## config.mk

```make
export PLATFORM = sky130hd
export DESIGN_NAME = teacher_streamer_flat
export DESIGN_NICKNAME = d
export VERILOG_FILES = /design/src/rtl/teacher_streamer_if.sv /design/src/rtl/teacher_streamer.sv /design/src/flat_wrapper.sv
export SDC_FILE = /design/constraint.sdc
export NUM_CORES = 1
export LEC_CHECK = 0
export CORE_MARGIN = 2
export CORE_UTILIZATION = 50
export CTS_BUF_LIST = sky130_fd_sc_hd__clkbuf_4 sky130_fd_sc_hd__clkbuf_8 sky130_fd_sc_hd__clkbuf_16
export DETAILED_ROUTE_END_ITERATION = 10
export GPL_TIMING_DRIVEN = 0
export PLACE_DENSITY = 0.68
export REMOVE_ABC_BUFFERS = 1
export SYNTH_ARGS = -nofsm -noshare
export SYNTH_HDL_FRONTEND = slang
export SYNTH_SLANG_ARGS = --single-unit
export TNS_END_PERCENT = 30
```

## constraint.sdc

```tcl
create_clock -name iCLK -period 2.8 [get_ports iCLK]
set_clock_uncertainty 0.1 [all_clocks]
set_input_delay 0.42 -clock iCLK [delete_from_list [all_inputs] [get_ports iCLK]]
set_output_delay 0.42 -clock iCLK [all_outputs]
set_load 0.02 [all_outputs]
```

## src/rtl/teacher_streamer_if.sv

```systemverilog
// Teacher-vector handshake bus between the teacher streamer and the output layer.
// Valid/ready: a transfer happens on every rising edge where both are high; once the
// master raises valid it holds valid, data and index steady until that transfer.
interface teacher_streamer_if #(
    parameter int DW = 54,
    parameter int AW = 4
);
    logic          oValid_BM_Teacher;
    logic          iReady_BM_Teacher;
    logic [DW-1:0] oData_BM_Teacher;
    logic [AW-1:0] oIndex;

    modport master (
        output oValid_BM_Teacher,
        output oData_BM_Teacher,
        output oIndex,
        input  iReady_BM_Teacher
    );

    modport slave (
        input  oValid_BM_Teacher,
        input  oData_BM_Teacher,
        input  oIndex,
        output iReady_BM_Teacher
    );
endinterface

```

## src/rtl/teacher_streamer.sv

```systemverilog
// Streams host-loaded teacher vectors, one per sample in index order, into the output
// layer's Teacher input; wraps at the last sample and counts completed epochs.
module teacher_streamer #(
    parameter int    NP    = 7,
    parameter int    NC    = 6,
    parameter int    WF    = 5,
    parameter int    NS    = 16,
    parameter string BURST = "yes",
    localparam int   WD    = $clog2(NP) + 1 + WF,
    localparam int   DW    = NC * WD,
    localparam int   AW    = $clog2(NS)
) (
    input  logic          iCLK,
    input  logic          iRST,
    input  logic          iMode,
    input  logic          iStart,
    input  logic [AW-1:0] iLast,
    input  logic          iWe,
    input  logic [AW-1:0] iWaddr,
    input  logic [DW-1:0] iWdata,
    teacher_streamer_if.master tx,
    output logic [15:0]   oEpoch,
    output logic          oBusy,
    output logic [1:0]    oState
);
    localparam logic [1:0] S_IDLE  = 2'd0;
    localparam logic [1:0] S_FETCH = 2'd1;
    localparam logic [1:0] S_SEND  = 2'd2;
    localparam logic [1:0] S_GAP   = 2'd3;
    localparam bit BURST_EN = (BURST == "yes");

    logic [DW-1:0] mem_q [NS];

    logic [1:0]    state_q, state_d;
    logic [AW-1:0] ptr_q, ptr_d;
    logic [AW-1:0] last_q, last_d;
    logic [15:0]   epoch_q, epoch_d;
    logic          valid_q, valid_d;
    logic [DW-1:0] data_q, data_d;
    logic [AW-1:0] index_q, index_d;

    logic          hs;
    logic [AW-1:0] nxt;
    logic [AW-1:0] last_clamped;

    assign hs           = valid_q & tx.iReady_BM_Teacher;
    assign nxt          = (ptr_q == last_q) ? '0 : ptr_q + 1'b1;
    assign last_clamped = (32'(iLast) > NS - 1) ? AW'(NS - 1) : iLast;

    // Storage has no reset so a mid-stream reset leaves the loaded dataset intact.
    always_ff @(posedge iCLK) begin
        if (iWe) mem_q[iWaddr] <= iWdata;
    end

    always_comb begin
        state_d = state_q;
        ptr_d   = ptr_q;
        last_d  = last_q;
        epoch_d = epoch_q;
        valid_d = valid_q;
        data_d  = data_q;
        index_d = index_q;
        case (state_q)
            S_IDLE: begin
                if (iStart && iMode) begin
                    ptr_d   = '0;
                    epoch_d = '0;
                    last_d  = last_clamped;
                    state_d = S_FETCH;
                end
            end
            S_FETCH: begin
                data_d  = mem_q[ptr_q];
                index_d = ptr_q;
                valid_d = 1'b1;
                state_d = S_SEND;
            end
            S_SEND: begin
                if (hs) begin
                    ptr_d = nxt;
                    if (ptr_q == last_q && epoch_q != 16'hFFFF) epoch_d = epoch_q + 16'd1;
                    // A pending vector always completes before a mode drop takes effect.
                    if (!iMode) begin
                        valid_d = 1'b0;
                        state_d = S_IDLE;
                    end else if (BURST_EN) begin
                        data_d  = mem_q[nxt];
                        index_d = nxt;
                    end else begin
                        valid_d = 1'b0;
                        state_d = S_GAP;
                    end
                end
            end
            S_GAP: begin
                if (!iMode) begin
                    state_d = S_IDLE;
                end else begin
                    data_d  = mem_q[ptr_q];
                    index_d = ptr_q;
                    valid_d = 1'b1;
                    state_d = S_SEND;
                end
            end
            default: state_d = S_IDLE;
        endcase
    end

    always_ff @(posedge iCLK or negedge iRST) begin
        if (!iRST) begin
            state_q <= S_IDLE;
            ptr_q   <= '0;
            last_q  <= '0;
            epoch_q <= '0;
            valid_q <= 1'b0;
            data_q  <= '0;
            index_q <= '0;
        end else begin
            state_q <= state_d;
            ptr_q   <= ptr_d;
            last_q  <= last_d;
            epoch_q <= epoch_d;
            valid_q <= valid_d;
            data_q  <= data_d;
            index_q <= index_d;
        end
    end

    assign tx.oValid_BM_Teacher = valid_q;
    assign tx.oData_BM_Teacher  = data_q;
    assign tx.oIndex            = index_q;
    assign oEpoch               = epoch_q;
    assign oBusy                = (state_q != S_IDLE);
    assign oState               = state_q;
endmodule

```

## src/flat_wrapper.sv

```systemverilog
// flat-port wrapper written by rule: the top's interface ports become plain ports
module teacher_streamer_flat 
#(
    parameter int    NP    = 7,
    parameter int    NC    = 6,
    parameter int    WF    = 5,
    parameter int    NS    = 16,
    parameter string BURST = "   ",
    localparam int   WD    = $clog2(NP) + 1 + WF,
    localparam int   DW    = NC * WD,
    localparam int   AW    = $clog2(NS)
)
  (iCLK, iRST, iMode, iStart, iLast, iWe, iWaddr, iWdata, oEpoch, oBusy, oState, tx_oValid_BM_Teacher, tx_oData_BM_Teacher, tx_oIndex, tx_iReady_BM_Teacher);
  teacher_streamer_if #(.DW((NC * ($clog2(NP) + 1 + WF))), .AW(($clog2(NS)))) tx_i ();
  input  logic iCLK;
  input  logic iRST;
  input  logic iMode;
  input  logic iStart;
  input  logic [AW-1:0] iLast;
  input  logic iWe;
  input  logic [AW-1:0] iWaddr;
  input  logic [DW-1:0] iWdata;
  output logic [15:0] oEpoch;
  output logic oBusy;
  output logic [1:0] oState;
  output wire logic [$bits(tx_i.oValid_BM_Teacher)-1:0] tx_oValid_BM_Teacher;
  output wire logic [$bits(tx_i.oData_BM_Teacher)-1:0] tx_oData_BM_Teacher;
  output wire logic [$bits(tx_i.oIndex)-1:0] tx_oIndex;
  input wire logic [$bits(tx_i.iReady_BM_Teacher)-1:0] tx_iReady_BM_Teacher;
  assign tx_oValid_BM_Teacher = tx_i.oValid_BM_Teacher;
  assign tx_oData_BM_Teacher = tx_i.oData_BM_Teacher;
  assign tx_oIndex = tx_i.oIndex;
  assign tx_i.iReady_BM_Teacher = tx_iReady_BM_Teacher;
  teacher_streamer #(.NP(NP), .NC(NC), .WF(WF), .NS(NS), .BURST(BURST)) u_core (.iCLK(iCLK), .iRST(iRST), .iMode(iMode), .iStart(iStart), .iLast(iLast), .iWe(iWe), .iWaddr(iWaddr), .iWdata(iWdata), .tx(tx_i), .oEpoch(oEpoch), .oBusy(oBusy), .oState(oState));
endmodule
```

==> results of run 1 <==
timing repair:
item | 4_1_cts | 5_1_grt
gates resized for setup | 1 | 2
gates cloned | 2 | 2
hold buffers | 1 | 0
hold endpoints to repair | 27 | 0
setup buffers | 2 | 1
endpoints found under the setup margin | 33 | 36
flip-flops by register name, summed over array words and instances (netlist names):
name                         cells
u_core.last_q                    4
u_core.mem_q                   864
u_core.oEpoch                   16
u_core.oState                    2
u_core.ptr_q                     4
u_core.tx.oData_BM_Teacher      54
u_core.tx.oIndex                 4
u_core.tx.oValid_BM_Teacher      1
worst register-to-register path, cell delays in order, from the launching register on:
cell	delay (ns)
dfrtp_4	0.71
buf_16	0.30
buf_16	0.31
buf_16	0.33
mux4_2	0.43
mux2i_1	0.18
o221ai_1	0.17
cell families after synthesis:
family | after synthesis
simple gates | 155
compound gates | 97
fa+ha+maj | 2
xor+xnor | 4
buf+inv | 88
flops | 949
mux | 326
layer usage:
metal  global-route usage, %  vias to the layer above
li1                        -                     7334
met1                   33.05                     9371
met2                   33.28                      764
met3                   3.928                      119
met4                   6.087                        4
met5                       0                        -
how the worst max path moves through the flow:
stage	from	to	slack, ns	depth (start not counted)
6_report	u_core.ptr_q[1]	u_core.tx.oData_BM_Teacher[19]	0.12	6
3_3_place_gp	u_core.ptr_q[0]	u_core.tx.oData_BM_Teacher[9]	-10.89	3
2_1_floorplan	u_core.ptr_q[0]	u_core.tx.oData_BM_Teacher[0]	-6.85	3
3_5_place_dp	iMode	u_core.oEpoch[14]	-0.44	6
4_1_cts	u_core.ptr_q[1]	u_core.tx.oData_BM_Teacher[38]	0.004	6
5_1_grt	u_core.oState[0]	u_core.oEpoch[15]	0.003	5
final cells by class:
| class | count | share of cell area [%] |
|---|---|---|
| clock buffers | 122 | 6.197 |
| flip-flops and latches | 949 | 65.02 |
| well taps | 950 | 2.752 |
| inverters | 4 | 0.04636 |
| repair buffers | 228 | 6.982 |
| clock inverters | 54 | 1.017 |
| diodes | 3 | 0.01738 |
| multi-input cells | 585 | 17.97 |
power groups by stage:
stage                     Sequential, W  Combinational [W]  Clock (W)
after CTS                        0.0168            0.00865     0.0127
final                            0.0168            0.00864     0.0125
after floorplan                  0.0178            0.00445          0
after global routing             0.0169            0.00925     0.0133
after global placement           0.0175            0.00578          0
after detailed placement         0.0172            0.00831          0
cell usage in the layout, fill, tap and decap left out, types with 26 or more instances in the layout:
cell and instances:
dfrtp_1 83, clkdlybuf4s50_1 144, buf_6 26, mux2i_1 109, nand2_1 90, o221ai_1 53
edfxtp_1 864, mux4_2 215, clkbuf_16 99, buf_12 26
metrics by stage:
step,hold WS (ns),TNS [ns]
3_5_place_dp,0.2455,-45.42
5_1_grt,0.1921,0
3_3_place_gp,0.3707,-5606.15
6_report,0.1666,0
4_1_cts,0.1647,0
2_1_floorplan,0.02441,-1462.99
==> flow_metrics.tcl, run 1 <==
set metrics [dict create \
    ant_nets 0 \
    finalSetupViolCount 0 \
    finalPower_w 0.03794 \
    min_period_ns 2.676 \
    wl_met1_um 35100 \
    synth_top_family_by_area "multiplexers" \
    drive_gt1_share_pct 25.95 \
    crit_slowest_cell "dfrtp_4" \
    synth_area_leaders "edfxtp_1 72%, mux4_2 13%, dfrtp_1 5.9%" \
    min_path_type "input pin to async pin" \
    min_period_over_period_pct 95.56 \
    htree_levels 3 \
    hold_viol_final 0 \
    cp_cell_sequence "buf_16 > buf_16 > buf_16 > mux4_2 > mux2i_1 > o221ai_1" \
    p_int_w 0.02788 \
    post-route-worst-setup-slack_ns 0.1244 \
    track_usage_pct 21.89 \
    yosys_warnings 0 \
    critPathBufInv 3 \
    ys_ff_latch 949 \
    die_h_um 272.6 \
    clockRootBuffer "clkbuf_16" \
    gp_routability_congestion 0.7931 \
    clk_latency_ns 0.65 \
    die_area_sq_mm 0.07432 \
    fillerInstances 4816 \
    wl_per_cell_um 27.98 \
    ios 146 \
    rr_worst_depth 6 \
    dr_wl_met3_um 6021 \
    dp_cells 2708 \
    timing.rr.start "u_core.ptr_q[1]" \
    yosys.area_share.adder_pct 0.06936 \
    vias_per_cell 6.077 \
    drc 0 \
    multiInputGateArea_sq_mm 0.007760 \
    critPathTopFamily "buffers and inverters" \
    core-area_sq_mm 0.07149 \
    p_sw_w 0.01006 \
    grt_max_degree 62 \
    pwr-share-seq_pct 44.3 \
    synth_area_per_cell_sq_um 22.26 \
    io_buffer_count 145 \
    power.leakage_nw 14.50 \
    row_count 98 \
    swShare_pct 26.53 \
    r2r_end "u_core.tx.oData_BM_Teacher[19]" \
    drv_cap 0 \
    grt_pass1_vias 18153 \
    post_dp_cell_area_sq_mm 0.03988 \
    cts.clk_slew.worst_paths_ns 0.06 \
    die_w_um 272.6 \
    place_hpwl_um 45960 \
    antenna_found_initial 5 \
    cts_buffers 94 \
    routed_wl_um 81000 \
    synth-simple-area-share_pct 2.025 \
    max_freq_mhz 373.8 \
    drt_iter0_markers 1967 \
    vdd_drop_max_uv 541.8 \
    numClockSinks 949 \
    crit_path_end_kind "flip-flop" \
    worst_slew_pin_slew_ns 0.8399 \
    nets 1932 \
    dr_total_vias 17592 \
    synthMuxAreaShare_pct 16.51 \
    synthXorXnorAreaFrac_pct 0.2428 \
    status "finished clean" \
    max_stage_delay_ns 0.71 \
    cpMostUsedCell "buf_16" \
    finalNonFillerCells 2895 \
    path_class "flip-flop to flip-flop" \
    grt_pass1_wl_um 118600 \
    synth_edf_count 864 \
    rsz0062_at_grt "false" \
    first_pass_iters 5 \
    worstPathMaxFanout 56 \
    clock_power_share_pct 33.0 \
    ys_seq_area_share_pct 77.81 \
    powerDensity_mw_per_mm2 878.5 \
    start_util_pct 50.47 \
    yosysTopAreaCell "edfxtp_1" \
    synth_cell_types 51 \
    synth_compound_area_share_pct 2.223 \
    comb_power_share_pct 22.8 \
    highest_layer "met5" \
    synth.cell_area_sq_mm 0.03608 \
    clockBufferDepth 3 \
    routed-wl-met2_um 38340 \
    yosys-top-cells-count "864 x edfxtp_1, 215 x mux4_2, 109 x mux2i_1" \
    slew_headroom_pct 43.87 \
    synth-main-ff-cell "edfxtp_1" \
    rrSetupSlack_ns 0.12 \
    critPathArrivalTime_ns 3.06 \
    final_cell_area_sq_mm 0.04319 \
    final_max_slew_viol_count 0 \
    area_growth_syn_to_layout_pct 19.71 \
    regArea_sq_mm 0.02808 \
    post-route-util_pct 60.41 \
    pre_cts_ws_ns -0.4430 \
    cp-start-kind "flip-flop" \
    critPathRequiredTime_ns 3.18 \
    synth_cells 1621 \
    async_flop_share_pct 8.957 \
    synth_most_common_cell "edfxtp_1" \
    grt_overflow 0 \
    synth_top_cell_area_share_pct 71.92 \
    cts_tree "done" \
]
(Power assumes the default switching activity.)
==> run 2: changes to the inputs <==
PLACE_DENSITY = not set   (was 0.68)
PLACE_DENSITY_LB_ADDON = 0.08   (was not set)
==> flow_metrics.tcl, run 2 (same netlist as run 1, synthesis figures left out) <==
set metrics [dict create \
    nets 1936 \
    grt_pass1_wl_um 120800 \
    ios 146 \
    cp-start-kind "flip-flop" \
    crit_path_end_kind "flip-flop" \
    cp_cell_sequence "buf_16 > buf_16 > buf_16 > mux4_2 > mux2i_1 > o221ai_1" \
    die_w_um 272.6 \
    post_dp_cell_area_sq_mm 0.04006 \
    largest_register "u_core.mem_q" \
    slew_headroom_pct 33.72 \
    diodes 0 \
    final.setup.tns_ns 0 \
    critPathTopFamily "buffers and inverters" \
    core-area_sq_mm 0.07149 \
    cts_buffers 96 \
    min_period_ns 2.617 \
    cts.clk_slew.worst_paths_ns 0.07 \
    path_class "flip-flop to flip-flop" \
    hold_viol_final 0 \
    crit_slowest_cell "dfrtp_4" \
    grt_overflow 0 \
    worst_slew_pin_slew_ns 0.9889 \
    area_growth_syn_to_layout_pct 20.14 \
    htree_levels 3 \
    grt_max_degree 59 \
    pwr-share-seq_pct 44.2 \
    ant_nets 0 \
    place_hpwl_um 48360 \
    p_int_w 0.02799 \
    swShare_pct 26.21 \
    cpMostUsedCell "buf_16" \
    clk_latency_ns 0.64 \
    clockRootBuffer "clkbuf_16" \
    track_usage_pct 22.49 \
    max_stage_delay_ns 0.61 \
    row_count 98 \
    drive_gt1_share_pct 26.50 \
    largest_reg_flops 864 \
    finalSetupViolCount 0 \
    rsz0062_at_grt "true" \
    routed_wl_um 81840 \
    final_cell_mix "864 x edfxtp_1, 215 x mux4_2, 144 x clkdlybuf4s50_1" \
    gp_routability_congestion 0.7705 \
    rrSetupSlack_ns 0.18 \
    vias_per_cell 6.023 \
    first_pass_iters 5 \
    drv_cap 0 \
    cts_tree "done" \
    r2r_end "u_core.tx.oData_BM_Teacher[11]" \
    worstPathMaxFanout 57 \
    finalPower_w 0.03793 \
    min_period_over_period_pct 93.46 \
    drt_iter0_markers 1771 \
    max_freq_mhz 382.1 \
    grt_pass1_vias 18019 \
    critPathRequiredTime_ns 3.19 \
    status "finished clean" \
    final_common_cell "edfxtp_1" \
    dr_total_vias 17450 \
    io_buffer_count 145 \
    drc 0 \
    power.leakage_nw 14.57 \
    powerDensity_mw_per_mm2 875.1 \
    timing.rr.start "u_core.ptr_q[1]" \
    p_sw_w 0.009942 \
    numClockSinks 949 \
    wl_per_cell_um 28.25 \
    clock_power_share_pct 33.5 \
    final_max_slew_viol_count 0 \
    final_cell_area_sq_mm 0.04334 \
    start_util_pct 50.47 \
    die_area_sq_mm 0.07432 \
    antenna_found_initial 5 \
    min_path_type "input pin to async pin" \
    vdd_drop_max_uv 641.3 \
    fillerInstances 4973 \
    comb_power_share_pct 22.3 \
    post-route-util_pct 60.63 \
    die_h_um 272.6 \
    rr_worst_depth 6 \
    critPathArrivalTime_ns 3.01 \
    clockBufferDepth 3 \
    critPathBufInv 3 \
]
run 2: changes by cell type in the layout (fill, tap and decap cells not counted), moves of 2 or more:
cell and change:
diode_2 -3, clkbuf_8 +7, bufinv_16 -2, buf_12 -4
clkbuf_4 +12, buf_8 +2, clkinv_1 -6, bufbuf_16 -2
clkinv_2 -9, buf_16 +8
run 2: power by group through the flow:
| stage | Clock, W | Sequential, W | Combinational, W |
|---|---|---|---|
| 2_1_floorplan | 0 | 0.0178 | 0.00445 |
| 3_3_place_gp | 0 | 0.0174 | 0.00584 |
| 3_5_place_dp | 0 | 0.0172 | 0.00841 |
| 4_1_cts | 0.0130 | 0.0168 | 0.00850 |
| 5_1_grt | 0.0135 | 0.0169 | 0.00912 |
| 6_report | 0.0127 | 0.0168 | 0.00846 |
run 2: metal layers:
| metal | global-route usage [%] | wire [um] | vias up |
|---|---|---|---|
| met3 | 4.305 | 5527 | 95 |
| met4 | 5.480 | 1212 | 10 |
| met2 | 33.78 | 38260 | 601 |
| met1 | 34.47 | 36770 | 9418 |
| li1 | - | - | 7326 |
| met5 | 0 | 67 | - |
run 2: worst reg2reg max path, cell delays in order, from the launching register on:
cell      delay, ns
dfrtp_4        0.61
buf_16         0.34
buf_16         0.32
buf_16         0.32
mux4_2         0.46
mux2i_1        0.19
o221ai_1       0.13
run 2: repair_timing:
item	CTS	global route
hold buffers	1	0
resized for setup	1	4
buffers inserted	1	2
endpoints found under the setup margin	25	66
hold endpoints to repair	30	0
run 2: how the worst max path moves through the flow:
stage / start / endpoint / slack, ns / depth (start not counted)
6_report: u_core.ptr_q[1] / u_core.tx.oData_BM_Teacher[11] / 0.18 / 6
5_1_grt: u_core.oState[0] / u_core.oEpoch[4] / -0.01 / 5
4_1_cts: u_core.oState[1] / u_core.tx.oData_BM_Teacher[29] / -0.04 / 6
3_5_place_dp: iMode / u_core.tx.oData_BM_Teacher[8] / -0.46 / 7
3_3_place_gp: u_core.ptr_q[0] / u_core.tx.oData_BM_Teacher[50] / -11.18 / 3
2_1_floorplan: u_core.ptr_q[0] / u_core.tx.oData_BM_Teacher[0] / -6.85 / 3
run 2: cell type report:
class | instances | area [sq um] | share of cell area [%]
Tap cell | 950 | 1189 | 2.742
Timing Repair Buffer | 231 | 3095 | 7.142
Inverter | 4 | 20.02 | 0.04619
Clock buffer | 142 | 2888 | 6.663
Clock inverter | 37 | 302.8 | 0.6986
Multi-Input combinational cell | 584 | 7767 | 17.92
Sequential cell | 949 | 28080 | 64.79
run 2: stage by stage:
step / hold WS (ns) / setup slack, ns / std cells
floorplan: 0.02441 / -6.851 / 1537
global placement: 0.3620 / -11.18 / 2632
detailed placement: 0.3072 / -0.4566 / 2714
CTS: 0.1988 / -0.03505 / 2895
global route: 0.2311 / -0.01113 / 2897
finish: 0.2134 / 0.1830 / 2897
==> run 3: changes to the inputs <==
GPL_TIMING_DRIVEN = not set   (was 0)
==> flow_metrics.tcl, run 3 (same netlist as run 1, synthesis figures left out) <==
set metrics [dict create \
    status "finished clean" \
    final_max_slew_viol_count 0 \
    cts_setup_buffers 0 \
    powerDensity_mw_per_mm2 897.4 \
    cts_tree "done" \
    path_class "flip-flop to flip-flop" \
    ctsHoldBuffers 1 \
    max_freq_mhz 391.5 \
    pre_cts_ws_ns 0.2740 \
    critPathRequiredTime_ns 3.19 \
    largest_reg_flops 864 \
    wl_per_cell_um 27.31 \
    start_util_pct 50.47 \
    largest_register "u_core.mem_q" \
    drv_cap 0 \
    rsz0062_at_grt "false" \
    drt_iter0_markers 1572 \
    worstPathMaxFanout 21 \
    finalPower_w 0.03851 \
    routed_wl_um 79200 \
    cp.depth 6 \
    post_dp_cell_area_sq_mm 0.03965 \
    worstSetupEndpoint "u_core.tx.oData_BM_Teacher[36]" \
    fillerInstances 5074 \
    post-route-worst-setup-slack_ns 0.2454 \
    crit_path_end_kind "flip-flop" \
    die_area_sq_mm 0.07432 \
    grt_pass1_vias 17890 \
    max_stage_delay_ns 0.56 \
    drive_gt1_share_pct 26.22 \
    power.leakage_nw 14.43 \
    area_growth_syn_to_layout_pct 18.96 \
    hold_viol_final 0 \
    timing.hold.ws_ns 0.2393 \
    dp_cells 2715 \
    critPathTopFamily "multiplexers" \
    track_usage_pct 21.80 \
    cts_buffers 97 \
    min_period_ns 2.555 \
    finalSetupViolCount 0 \
    clockRootBuffer "clkbuf_16" \
    min_period_over_period_pct 91.23 \
    vdd_drop_max_uv 502.3 \
    vias_per_cell 5.923 \
    place_hpwl_um 45940 \
    r2r_end "u_core.tx.oData_BM_Teacher[36]" \
    first_pass_iters 5 \
    drc 0 \
    final_cell_area_sq_mm 0.04292 \
    row_count 98 \
    clk_latency_ns 0.63 \
    regArea_sq_mm 0.02808 \
    antenna_found_initial 3 \
    grt_pass1_wl_um 118600 \
    numClockSinks 949 \
    die_w_um 272.6 \
    final_common_cell "edfxtp_1" \
    clockBufferDepth 3 \
    gp_routability_congestion 0.7986 \
    rrSetupSlack_ns 0.25 \
    nets 1935 \
    io_buffer_count 145 \
    min_path_type "input pin to flip-flop" \
    cpMostUsedCell "buf_12" \
    worst_slew_pin_slew_ns 0.8152 \
    htree_levels 3 \
    final_cell_mix "864 x edfxtp_1, 215 x mux4_2, 144 x clkdlybuf4s50_1" \
    ios 146 \
    critPathBufInv 3 \
    finalNonFillerCells 2900 \
    multiInputGateArea_sq_mm 0.007731 \
    die_h_um 272.6 \
    timing.rr.start "u_core.ptr_q[0]" \
    dr_total_vias 17177 \
    grt_overflow 0 \
    slew_headroom_pct 45.48 \
    cts.clk_slew.worst_paths_ns 0.06 \
    cp-startpoint "u_core.ptr_q[0]" \
    core-area_sq_mm 0.07149 \
    critPathArrivalTime_ns 2.94 \
    cts.repair.resized 0 \
    crit_slowest_cell "dfrtp_4" \
    rr_worst_depth 6 \
    cp-start-kind "flip-flop" \
    ant_nets 0 \
    cp_cell_sequence "buf_12 > buf_12 > mux4_2 > mux2i_1 > buf_4 > o221ai_1" \
    grt_max_degree 55 \
]
-- run 3: where the power goes --
part	switching (W)	total, W	internal (W)
Sequential	0.000559	0.0168	0.0162
Combinational	0.00455	0.00893	0.00438
Clock	0.00518	0.0128	0.00764
-- run 3: how the worst min path moves through the flow --
stage                        startpoint                             end  slack [ns]  depth (start not counted)
global placement    u_core.tx.oIndex[3]             u_core.tx.oIndex[3]        0.37                          2
global route                   iLast[3]                u_core.last_q[3]        0.24                          3
CTS                            iLast[3]                u_core.last_q[3]        0.20                          3
detailed placement                 iRST  u_core.tx.oData_BM_Teacher[15]        0.38                          1
floorplan                          iRST                u_core.last_q[0]        0.02                          0
finish                         iLast[3]                u_core.last_q[3]        0.24                          3
-- run 3: tightest hold or removal path, stage by stage --
cell and delay, ns:
clkdlybuf4s50_1 0.40, nand2_1 0.06, nand2_1 0.05
-- run 3: cell type report --
class | instances | share of cell area [%]
Sequential cell | 949 | 65.43
Multi-Input combinational cell | 584 | 18.01
Clock buffer | 137 | 6.723
Timing Repair Buffer | 229 | 6.163
Tap cell | 950 | 2.770
Clock inverter | 46 | 0.8484
Inverter | 4 | 0.04665
Antenna cell | 1 | 0.005831
-- run 3: through the flow --
| stage | utilization, % | setup TNS, ns |
|---|---|---|
| final | 60.03 | 0 |
| after global routing | 60.03 | 0 |
| after CTS | 60.03 | 0 |
| after detailed placement | 55.47 | 0 |
| after global placement | 55.47 | 0 |
| after floorplan | - | -1462.99 |
-- run 3: routing by layer --
layer  GRT usage (%)  part of all wire [%]  up-vias
li1                -                     -     7344
met1           32.53                    45     9219
met2           34.45                    48      510
met3           3.409                   5.5      100
met4           4.945                   1.5        4
met5               0                 0.034        -
